**src/rtl/hazard_ctrl.sv**
```systemverilog
// Pipeline hazard controller: load-use stalls, branch redirects and
// data-memory wait handling with timeout and statistics counters.
module hazard_ctrl #(
  parameter int unsigned MAX_WAIT = 15
) (
  input  logic        clk,
  input  logic        reset,
  input  logic [4:0]  id_rs1,
  input  logic [4:0]  id_rs2,
  input  logic        idex_memread,
  input  logic [4:0]  idex_rd,
  input  logic        exmem_branch,
  input  logic        exmem_zero,
  input  logic        mem_req,
  input  logic        mem_ready,
  output logic        pc_write,
  output logic        ifid_write,
  output logic        idex_write,
  output logic        exmem_hold,
  output logic        memwb_bubble,
  output logic        idex_bubble,
  output logic        ifid_flush,
  output logic        idex_flush,
  output logic        exmem_flush,
  output logic        pc_src,
  output logic        mem_timeout,
  output logic [15:0] stall_cycles,
  output logic [7:0]  flush_count
);

  typedef enum logic {
    RUN,
    MEM_WAIT
  } state_t;

  localparam logic [7:0] MAX_W = 8'(MAX_WAIT);

  state_t     state;
  state_t     state_nx;
  logic [7:0] wcnt;
  logic [7:0] wcnt_nx;

  logic taken;
  logic load_use;
  logic mem_stall;
  logic freeze;
  logic timeout;
  logic eval;
  logic redirect;
  logic lu_stall;

  always_comb begin
    taken     = exmem_branch & exmem_zero;
    load_use  = idex_memread & (idex_rd != 5'd0) &
                ((idex_rd == id_rs1) | (idex_rd == id_rs2));
    mem_stall = mem_req & ~mem_ready;
    timeout   = (state == MEM_WAIT) & ~mem_ready & (wcnt == MAX_W);
    freeze    = 1'b0;
    eval      = 1'b0;
    unique case (1'b1)
      (state == RUN): begin
        freeze = mem_stall;
        eval   = ~mem_stall;
      end
      default: begin
        freeze = ~mem_ready & ~timeout;
        eval   = mem_ready;
      end
    endcase
    redirect = eval & taken;
    lu_stall = eval & ~taken & load_use;
  end

  // Reset forces every enable low so nothing advances while held.
  always_comb begin
    pc_write     = ~reset & ~freeze & ~lu_stall;
    ifid_write   = ~reset & ~freeze & ~lu_stall;
    idex_write   = ~reset & ~freeze;
    exmem_hold   = ~reset & freeze;
    memwb_bubble = ~reset & freeze;
    idex_bubble  = ~reset & lu_stall;
    ifid_flush   = ~reset & redirect;
    idex_flush   = ~reset & redirect;
    exmem_flush  = ~reset & redirect;
    pc_src       = ~reset & redirect;
  end

  always_comb begin
    state_nx = state;
    wcnt_nx  = wcnt;
    unique case (state)
      RUN: begin
        if (mem_stall) begin
          state_nx = MEM_WAIT;
          wcnt_nx  = 8'd1;
        end
      end
      MEM_WAIT: begin
        if (mem_ready || timeout) begin
          state_nx = RUN;
          wcnt_nx  = 8'd0;
        end else begin
          wcnt_nx = wcnt + 8'd1;
        end
      end
      default: begin
        state_nx = RUN;
        wcnt_nx  = 8'd0;
      end
    endcase
  end

  always_ff @(posedge clk or posedge reset) begin
    if (reset) begin
      state        <= RUN;
      wcnt         <= 8'd0;
      mem_timeout  <= 1'b0;
      stall_cycles <= 16'd0;
      flush_count  <= 8'd0;
    end else begin
      state <= state_nx;
      wcnt  <= wcnt_nx;
      if (timeout)
        mem_timeout <= 1'b1;
      if (!pc_write && stall_cycles != 16'hFFFF)
        stall_cycles <= stall_cycles + 16'd1;
      if (redirect && flush_count != 8'hFF)
        flush_count <= flush_count + 8'd1;
    end
  end

endmodule

```
**config.mk**
```make
export PLATFORM = sky130hd
export DESIGN_NAME = hazard_ctrl
export DESIGN_NICKNAME = d
export VERILOG_FILES = /design/src/rtl/hazard_ctrl.sv
export SDC_FILE = /design/constraint.sdc
export NUM_CORES = 1
export LEC_CHECK = 0
export CAP_MARGIN = 15
export CORE_UTILIZATION = 47
export DETAILED_ROUTE_END_ITERATION = 10
export PLACE_DENSITY = 0.84
export SYNTH_ARGS = -nofsm -noshare
export SYNTH_HDL_FRONTEND = slang
export SYNTH_SLANG_ARGS = --single-unit
```
**constraint.sdc**
```tcl
create_clock -name clk -period 3 [get_ports clk]
set_input_delay 0.75 -clock clk [delete_from_list [all_inputs] [get_ports clk]]
set_output_delay 0.75 -clock clk [all_outputs]
set_load 0.05 [all_outputs]
```
Word-level counts from Yosys, hierarchy flattened. Cells that the tools add are included.

Bits in registers: 34. Bits in latches: 0. Memory bits (writable): 0. ROM bits: 0. Input bits: 22. Output and inout port bits: 35. Memories kept: 0.

$add $sub $neg: 3. Multiply operators: 0. Div/mod/pow operators: 0. Magnitude comparators: 0. Equality and inequality tests: 6. Shift-type cells: 0. Muxes and demuxes: 8. Bitwise gates (word level): 24. Reductions and logical operators: 5.

Operator list (count): adder 16 x 1 -> 16 bit (second input constant) (1); adder 8 x 1 -> 8 bit (second input constant) (2); two-way mux 8 bit (2); inequality test 16 bit (second input constant) (1); one-hot mux 8 bit (2 select lines) (1); AND 1 bit (15); == test 5 bit (2); == test 8 x 4 -> 1 bit (second input constant) (1); inequality test 8 bit (second input constant) (1); inverter 1 bit (8); nonzero test 5 bit (1); two-way mux 1 bit (4); logical AND 1 bit (2); inequality test 2 bit (second input constant) (1); one-hot mux 1 bit (2 select lines) (1); logical NOT 1 bit (1); logical OR 1 bit (1); OR 1 bit (1).

Depth between registers and ports, before layout. Gate-level depths: netlist of the first run.

Depth after elaboration: 11. Mapped depth: 8. Mapped depth without buffers: 7.

Worst setup path before layout of the first run. No wires, ideal clock.

Kind: input to output. Start point: input port mem_req. End point: output port pc_write. Data arrival time: 2.777 ns. Slack: -0.527 ns. Stages on the path: 5. Path buffers: 1. Cell sequence: o21bai_1 -> a31oi_1 -> nor2_1 -> a21boi_2 -> buf_4.

Elaborated cells between the ends (all ways): 10.

RTL lines: from (decl) (line 14) `input logic mem_req,`; AND 1 bit (line 56) `mem_stall = mem_req & ~mem_ready;`; two-way mux 1 bit (line 60) `unique case (1'b1)`; inverter 1 bit; AND 1 bit; net idex_write (line 18) `output logic idex_write,`; AND 1 bit (line 76) `pc_write = ~reset & ~freeze & ~lu_stall;`; to (decl) (line 16) `output logic pc_write,`.

The timed path passes the listed nets, and every way through them passes these cells.

Worst setup path after layout of the first run.
Start point: input port idex_rd[1]. End point: output port pc_write.

Longest elaborated chain between the ends: 6. Elaborated cells between the ends (all ways): 9.

Ends and longest elaborated chain: from (decl) (line 11) `input logic [4:0] idex_rd,`; == test 5 bit / nonzero test 5 bit (equally long branches) (line 55, 54); OR 1 bit / AND 1 bit (equally long branches) (line 55, 54); AND 1 bit * (line 54) `load_use = idex_memread & (idex_rd != 5'd0) &`; AND 1 bit * (line 71) `lu_stall = eval & ~taken & load_use;`; inverter 1 bit * (line 76); AND 1 bit * (line 76).

Every way passes the cells marked *; elsewhere a longest branch is shown, timed or not.

==> out/qor.yml, run 1 <==
drive_gt1_share_pct: 19.3
status: "finished clean"
drt-total-wl_mm: 4.38
hpwl_mm: 3.31
leakage_nw: 1.17
finClkSkew_ps: 3.78
clockRootBuffer: "clkbuf_8"
p_seq_share_pct: 35.7
cts_max_level: 2
netSwitchingPower_uw: 800
gr-total-overflow: 0
vias: 1668
synth_ff_type: "dfrtp_1"
io_pins: 57
slew_headroom_pct: 61.5
tightest_slew_ps: 578
synthArstFlopShare_pct: 100
finalHoldViolations: 0
final_antenna_net_count: 0
endpoint_kind: "output port"
area_growth_pct: 46.0
drt_first_iter_violations: 41
setup_tns_ps: 0
cts_tree: "built"
antenna_cells: 0
fill_cells: 283
cts_sinks: 34
rows: 22
pwr-share-clk_pct: 22.4
gp_congestion: 0.863
ys_types: 40
die_x_um: 65.4
synth_area_mm2: 0.00189
irDropWorstVdd_v: 0.000604
path_clk_slew_ps: 70
postCtsSetupRepairBufs: 0
yosys.area.top_type: "dfrtp_1"
period_share_pct: 98.8
synthTopCellsByArea: "dfrtp_1 (45%), xnor2_1 (9.3%), nand2_1 (4.2%)"
cts-hold-fix-buffers: 0
use_met2_pct: 37.4
pwr-share-comb_pct: 41.9
grt_max_degree: 35
switching_share_pct: 41.9
core_mm2: 0.00374
grt_setup_unrepaired: "false"
power_density_mw_per_mm2: 693
final_cells: 312
met1_usage_pct: 28.4
hp-class: "reg2reg"
wl_per_cell_um: 14.1
grt_pass1_wl_mm: 7.33
synth_seq_cells: 34
worstSetupPathType: "in2out"
cap_viol_max_count: 0
nets: 288
drtPass1Iterations: 4
cp_max_fo: 3
initial_utilization_pct: 50.4
die_area_mm2: 0.00427
cts_buffers: 5
postSynthCellCount: 196
clk_path_buf_depth: 2
antenna_found_initial: 0
synth_top_area_share_pct: 45.1
ys_seq_area_share_pct: 45.1
place_inst: 304
final_max_slew_viol_count: 0
port_buffers: 56
busiest_layer: "met2"
syn_nets: 221
cp.arrival_ps: 2210
track_usage_pct: 22.5
die_h_um: 65.4
grt_use_met3_pct: 5.73
synth.avg_cell_area_um2: 9.63
critPathLaunchType: "input pin"
synth_warnings: 0
fin_crit_ps: 2960
clock_latency_ps: 290
vias_per_cell: 5.35
fmax_ghz: 0.338
critical_path_required_ps: 2250
synth-edff-count: 0
drc_errors: 0
finalSetupViolCount: 0
p_int_mw: 1.11
grt_pass1_vias: 1606
[registers in the layout, indices dropped and copies added, names as in the netlist]
signal	count
stall_cycles	16
flush_count	8
wcnt	8
state	1
mem_timeout	1
[final cells by class]
| type | instances | area (µm²) | area share [%] |
|---|---|---|---|
| multi-input combinational | 148 | 978 | 35.5 |
| tap | 48 | 60.1 | 2.18 |
| timing repair buffer | 68 | 726 | 26.3 |
| clock buffer | 5 | 68.8 | 2.50 |
| inverter | 6 | 26.3 | 0.954 |
| clock inverter | 3 | 45.0 | 1.63 |
| sequential | 34 | 851 | 30.9 |
[final timing paths]
path	startpoint	to	slack [ps]	cells past startpoint
min	mem_timeout	mem_timeout	480	1
max	idex_rd[1]	pc_write	40	5
min reg2reg	mem_timeout	mem_timeout	480	1
max reg2reg	stall_cycles[0]	stall_cycles[15]	600	7
max in group asynchronous	reset	stall_cycles[8]	1600	3
min in group asynchronous	reset	wcnt[6]	1080	3
[metal layers]
metal	wire (µm)	vias up
li1	-	811
met1	1920	793
met2	2070	52
met3	285	12
met4	109	0
met5	0	-
[cell usage after synthesis, types with 2 or more instances]
master / n
o22ai_1: 2
a2bb2oi_1: 2
nand4_1: 7
a21oi_1: 5
nand2b_1: 3
xor2_1: 6
nand2_1: 21
xnor2_1: 20
ha_1: 3
nand3_1: 15
dfrtp_1: 34
and3_1: 6
nor3_1: 4
and2_1: 2
mux2_2: 6
buf_4: 5
nor2_1: 16
o21ai_0: 11
clkbuf_1: 2
inv_1: 6
[cells by family after synthesis]
| kind of cell | Yosys count | synth area share [%] |
|---|---|---|
| AO/OA/AOI/OAI | 29 | 10.1 |
| multiplexers | 7 | 4.11 |
| flip-flops | 34 | 45.1 |
| AND/OR/NAND/NOR | 83 | 22.4 |
| adder cells (fa/ha/maj) | 3 | 1.99 |
| buffers and inverters | 14 | 4.18 |
| XOR/XNOR | 26 | 12.1 |
[cell usage in the layout, fill, tap and decap left out, types with 2 or more instances in the layout]
cell | Yosys | layout
a2bb2oi_1 | 2 | 2
o21ai_0 | 11 | 11
ha_1 | 3 | 3
dfrtp_1 | 34 | 34
buf_4 | 5 | 14
nor2_2 | 0 | 2
o22ai_1 | 2 | 2
dlygate4sd2_1 | 0 | 2
inv_1 | 6 | 5
nand3_1 | 15 | 15
or4_4 | 1 | 2
clkinvlp_4 | 0 | 3
clkdlybuf4s50_1 | 0 | 42
and3_1 | 6 | 6
nor2_1 | 16 | 14
clkbuf_8 | 0 | 5
mux2_2 | 6 | 6
nand2b_1 | 3 | 3
and2_1 | 2 | 2
buf_12 | 0 | 8
nand4_1 | 7 | 7
clkdlybuf4s15_2 | 0 | 2
a21oi_1 | 5 | 5
nor3_1 | 4 | 4
nand2_1 | 21 | 21
xnor2_1 | 20 | 20
xor2_1 | 6 | 6
[timing repair]
action                     4_1_cts  5_1_grt
resized for setup               10        2
setup endpoints to repair        3        3
pin swaps                        3        0
[metrics by stage]
stage	cell area [µm²]	power (mW)	worst slack [ps]	util [%]	hold slack, ps
after floorplan	1900	1.19	-75.9	-	468
after CTS	2750	1.92	28.6	73.4	483
after global placement	2630	1.47	-218	70.3	455
final	2760	1.91	37.3	73.6	479
after detailed placement	2630	1.49	-280	70.3	466
after global routing	2760	2.00	3.41	73.6	509
[worst max-delay path, cell delays in order]
cell and delay (ps):
clkdlybuf4s15_2 210, or4_4 530, o2111a_2 310, a21boi_4 230
buf_12 170
[power groups by stage]
stage               Combinational, mW  Clock [mW]  Sequential [mW]
finish                          0.801       0.427            0.683
floorplan                       0.228           0            0.964
global route                    0.847       0.451            0.702
CTS                             0.805       0.432            0.682
global placement                0.785           0            0.686
detailed placement              0.804           0            0.689
Power figures use the tool's default switching activity.
==> run 2, diff against run 1 <==
--- a/config.mk
+++ b/config.mk
@@ -9,6 +9,7 @@
 export CORE_UTILIZATION = 47
 export DETAILED_ROUTE_END_ITERATION = 10
 export PLACE_DENSITY = 0.84
+export SKIP_CTS_REPAIR_TIMING = 1
 export SYNTH_ARGS = -nofsm -noshare
 export SYNTH_HDL_FRONTEND = slang
 export SYNTH_SLANG_ARGS = --single-unit
==> run 2 against run 1 <==
  * Routed wire length rose by 0.21%
  * Clock power hardly changed
  * Flip-flop and latch count unchanged
  * Critical path type unchanged
  * Highest routed layer unchanged
==> out/qor.yml, run 2 (synthesis results as in run 1) <==
p_seq_share_pct: 35.8
hpwl_mm: 3.31
fmax_ghz: 0.342
total_power_mw: 1.91
critPathTopFamily: "simple AND/OR/NAND/NOR gates"
core_mm2: 0.00374
antenna_found_initial: 0
grt_setup_unrepaired: "false"
irDropWorstVdd_v: 0.000604
worstSetupPathType: "in2out"
die_x_um: 65.4
status: "finished clean"
clockRootBuffer: "clkbuf_8"
cap_viol_max_count: 0
grt_max_degree: 35
cp_max_fo: 3
cts_buffers: 5
fill_cells: 280
area_growth_pct: 46.6
grt_pass1_vias: 1608
track_usage_pct: 22.5
cts_sinks: 34
path_cells: "dlymetal6s2s_1, or4_4, o2111a_2, a21boi_4, buf_12"
pwr-share-comb_pct: 41.9
drt-total-wl_mm: 4.39
largest_reg_flops: 16
slew_headroom_pct: 63.0
setup_ws_ps: 78.5
critPathLaunchType: "input pin"
final_cells: 312
finalSetupViolCount: 0
path_buf_inv: 2
drt_first_iter_violations: 42
nets: 288
endpoint_kind: "output port"
clock_latency_ps: 290
place_ws_ps: -280
antenna_cells: 0
port_buffers: 56
cts_tree: "built"
tightest_slew_ps: 555
finalHoldViolations: 0
cp.arrival_ps: 2170
rows: 22
drtPass1Iterations: 4
period_share_pct: 97.4
final_antenna_net_count: 0
initial_utilization_pct: 50.4
max_stage_delay_ps: 540
p_int_mw: 1.11
power_density_mw_per_mm2: 691
path_clk_slew_ps: 70
drive_gt1_share_pct: 18.6
place_inst: 304
final_cell_mix: "clkdlybuf4s50_1 (42), dfrtp_1 (34), nand2_1 (21)"
finClkSkew_ps: 4.11
switching_share_pct: 41.8
vias: 1675
pwr-share-clk_pct: 22.3
clk_path_buf_depth: 2
cp_slowest_cell: "or4_4"
vias_per_cell: 5.37
cts_max_level: 2
layout_commonest_cell: "clkdlybuf4s50_1"
top_regs: "stall_cycles: 16 flops, flush_count: 8 flops, wcnt: 8 flops"
leakage_nw: 1.20
fin_crit_ps: 2920
gr-total-overflow: 0
final_max_slew_viol_count: 0
drc_errors: 0
critical_path_required_ps: 2250
netSwitchingPower_uw: 799
regMostFlops: "stall_cycles"
hp-class: "reg2reg"
grt_pass1_wl_mm: 7.33
reg2reg_setup_slack_ps: 600
gp_congestion: 0.863
wl_per_cell_um: 14.1
die_area_mm2: 0.00427
die_h_um: 65.4
io_pins: 57
## run 2: layout make-up
| type | instances | area [µm²] | area share, % |
|---|---|---|---|
| Inverter | 6 | 26.3 | 0.950 |
| Multi-Input combinational cell | 148 | 978 | 35.4 |
| Timing Repair Buffer | 68 | 736 | 26.6 |
| Tap cell | 48 | 60.1 | 2.17 |
| Sequential cell | 34 | 851 | 30.8 |
| Clock buffer | 5 | 68.8 | 2.49 |
| Clock inverter | 3 | 45.0 | 1.63 |
## run 2: power by group through the flow
stage                     Combinational [mW]  Sequential [mW]  Clock (mW)
after detailed placement               0.804            0.689           0
after CTS                              0.806            0.682       0.432
final                                  0.801            0.683       0.426
after global routing                   0.847            0.702       0.451
after floorplan                        0.228            0.964           0
after global placement                 0.785            0.686           0
## run 2: stage by stage
step / hold slack, ps / util, % / setup TNS, ps / cell area, µm²
final: 482 / 73.9 / 0 / 2770
after global placement: 455 / 70.3 / -582 / 2630
after CTS: 483 / 73.3 / -745 / 2740
after detailed placement: 466 / 70.3 / -741 / 2630
after floorplan: 468 / - / -75.9 / 1900
after global routing: 509 / 73.9 / 0 / 2770
## run 2: worst register-to-register path: stages, from the launching register on
cell and delay (ps):
dfrtp_1 430, ha_1 250, nand4_1 170, or4_4 610, o21ai_1 190, a21bo_4 310, and3b_2 210, xor2_1 140
## run 2: path summary, 6_finish.rpt
kind                            startpoint               end  cells past startpoint
setup reg to reg           stall_cycles[0]  stall_cycles[15]                      7
min in group asynchronous            reset           wcnt[6]                      3
hold reg to reg                mem_timeout       mem_timeout                      1
hold / removal                 mem_timeout       mem_timeout                      1
setup / recovery                idex_rd[1]          pc_write                      5
max in group asynchronous            reset   stall_cycles[8]                      3
## run 2: layer usage
metal	vias up	wire [µm]	track usage (%)	share of wire, %
li1	811	-	-	-
met1	798	1930	28.4	44
met2	54	2080	37.5	47
met3	12	287	5.73	6.5
met4	0	106	7.61	2.4
met5	-	0	0	0
==> run 3, diff against run 2 <==
--- a/config.mk
+++ b/config.mk
@@ -7,8 +7,9 @@
 export LEC_CHECK = 0
 export CAP_MARGIN = 15
 export CORE_UTILIZATION = 47
+export CTS_CLUSTER_SIZE = 30
 export DETAILED_ROUTE_END_ITERATION = 10
-export PLACE_DENSITY = 0.84
+export PLACE_DENSITY = 0.8
 export SKIP_CTS_REPAIR_TIMING = 1
 export SYNTH_ARGS = -nofsm -noshare
 export SYNTH_HDL_FRONTEND = slang
==> run 3 against run 2 <==
  * Core utilization down 0.53 points
  * Power down 5.8%
  * Die area unchanged
  * Hold slack worse by 6.8 ps
  * Combinational power up 0.5%
  * Sequential power down 0.6%
  * First-iteration DRC count up 29%
  * Critical path type unchanged
  * Critical path depth up 2
==> out/qor.yml, run 3 (synthesis results as in run 1) <==
status: "finished clean"
nets: 289
worstSetupPathType: "in2out"
endpoint_kind: "output port"
largest_reg_flops: 16
slew_headroom_pct: 63.4
cts_sinks: 34
critPathLaunchType: "input pin"
grt_setup_unrepaired: "false"
hold-worst-slack_ps: 476
grt_max_degree: 35
grt_pass1_wl_mm: 7.16
rows: 22
drive_gt1_share_pct: 18.2
place_inst: 305
finalSetupViolCount: 0
critical_path_required_ps: 2250
setup_ws_ps: 106
fmax_ghz: 0.346
tightest_slew_ps: 548
drt-total-wl_mm: 4.24
fill_cells: 284
vias: 1641
p_int_mw: 1.03
clockRootBuffer: "clkbuf_8"
clk_path_buf_depth: 2
power_density_mw_per_mm2: 656
layout_commonest_cell: "clkdlybuf4s50_1"
total_power_mw: 1.80
pwr-share-clk_pct: 17.6
io_pins: 57
pwr-share-comb_pct: 44.7
netSwitchingPower_uw: 775
final_cells: 312
regMostFlops: "stall_cycles"
drtPass1Iterations: 4
final_antenna_net_count: 0
port_buffers: 56
drc_errors: 0
gp_congestion: 0.859
drt_first_iter_violations: 54
initial_utilization_pct: 50.4
hp-class: "reg2reg"
finClkSkew_ps: 7.81
finalHoldViolations: 0
final_cell_mix: "clkdlybuf4s50_1 (42), dfrtp_1 (34), xnor2_1 (20), nand2_1 (20)"
grt_pass1_vias: 1634
hpwl_mm: 3.15
area_growth_pct: 45.5
leakage_nw: 1.19
cp_max_fo: 3
gr-total-overflow: 0
cts_tree: "built"
switching_share_pct: 43.0
cp.arrival_ps: 2140
clock_latency_ps: 290
core_mm2: 0.00374
fin_crit_ps: 2890
die_area_mm2: 0.00427
die_x_um: 65.4
cts_max_level: 2
place_ws_ps: -195
antenna_found_initial: 0
track_usage_pct: 22.2
antenna_cells: 0
p_seq_share_pct: 37.7
final_max_slew_viol_count: 0
die_h_um: 65.4
wl_per_cell_um: 13.6
vias_per_cell: 5.26
top_regs: "stall_cycles: 16 flops, flush_count: 8 flops, wcnt: 8 flops"
cts_buffers: 5
cap_viol_max_count: 0
path_clk_slew_ps: 70
irDropWorstVdd_v: 0.000644
period_share_pct: 96.5
[run 3: final timing paths]
check / start / to / slack, ps / cells after the start
worst max-delay path: idex_rd[0] / pc_write / 110 / 7
worst min-delay path: mem_timeout / mem_timeout / 480 / 1
worst max register to register: stall_cycles[0] / stall_cycles[15] / 620 / 7
worst min register to register: mem_timeout / mem_timeout / 480 / 1
max in group asynchronous: reset / flush_count[0] / 1560 / 3
min in group asynchronous: reset / wcnt[0] / 1130 / 3
[run 3: layout make-up]
cell class	count	area [µm²]	share of cell area [%]
Clock buffer	7	76.3	2.78
Inverter	6	26.3	0.957
Tap cell	48	60.1	2.19
Multi-Input combinational cell	148	988	36.0
Timing Repair Buffer	69	743	27.1
Sequential cell	34	851	31.0
[run 3: per-stage QoR]
| step | TNS (ps) | instance area, µm² | utilization (%) |
|---|---|---|---|
| 2_1_floorplan | -75.9 | 1900 | - |
| 3_3_place_gp | -440 | 2640 | 70.5 |
| 3_5_place_dp | -527 | 2640 | 70.5 |
| 4_1_cts | -563 | 2710 | 72.5 |
| 5_1_grt | 0 | 2750 | 73.3 |
| 6_report | 0 | 2750 | 73.3 |
[run 3: power groups by stage]
stage / clock network [mW] / logic (mW) / registers (mW)
finish: 0.316 / 0.805 / 0.679
detailed placement: 0 / 0.806 / 0.686
global route: 0.345 / 0.851 / 0.701
CTS: 0.326 / 0.809 / 0.678
floorplan: 0 / 0.228 / 0.964
global placement: 0 / 0.788 / 0.684
[run 3: critical path, stage by stage]
cell and delay (ps):
clkdlybuf4s50_1 540, xnor2_1 140, nand3_1 110, o22ai_2 210, buf_4 160, a21boi_4 80, buf_12 150
[run 3: layer usage]
metal / wire (µm) / GRT usage, % / up-vias
met5: 0 / 0 / -
met4: 58 / 8.15 / 0
met3: 265 / 6.94 / 5
met2: 1980 / 35.8 / 44
met1: 1930 / 28.0 / 781
li1: - / - / 811
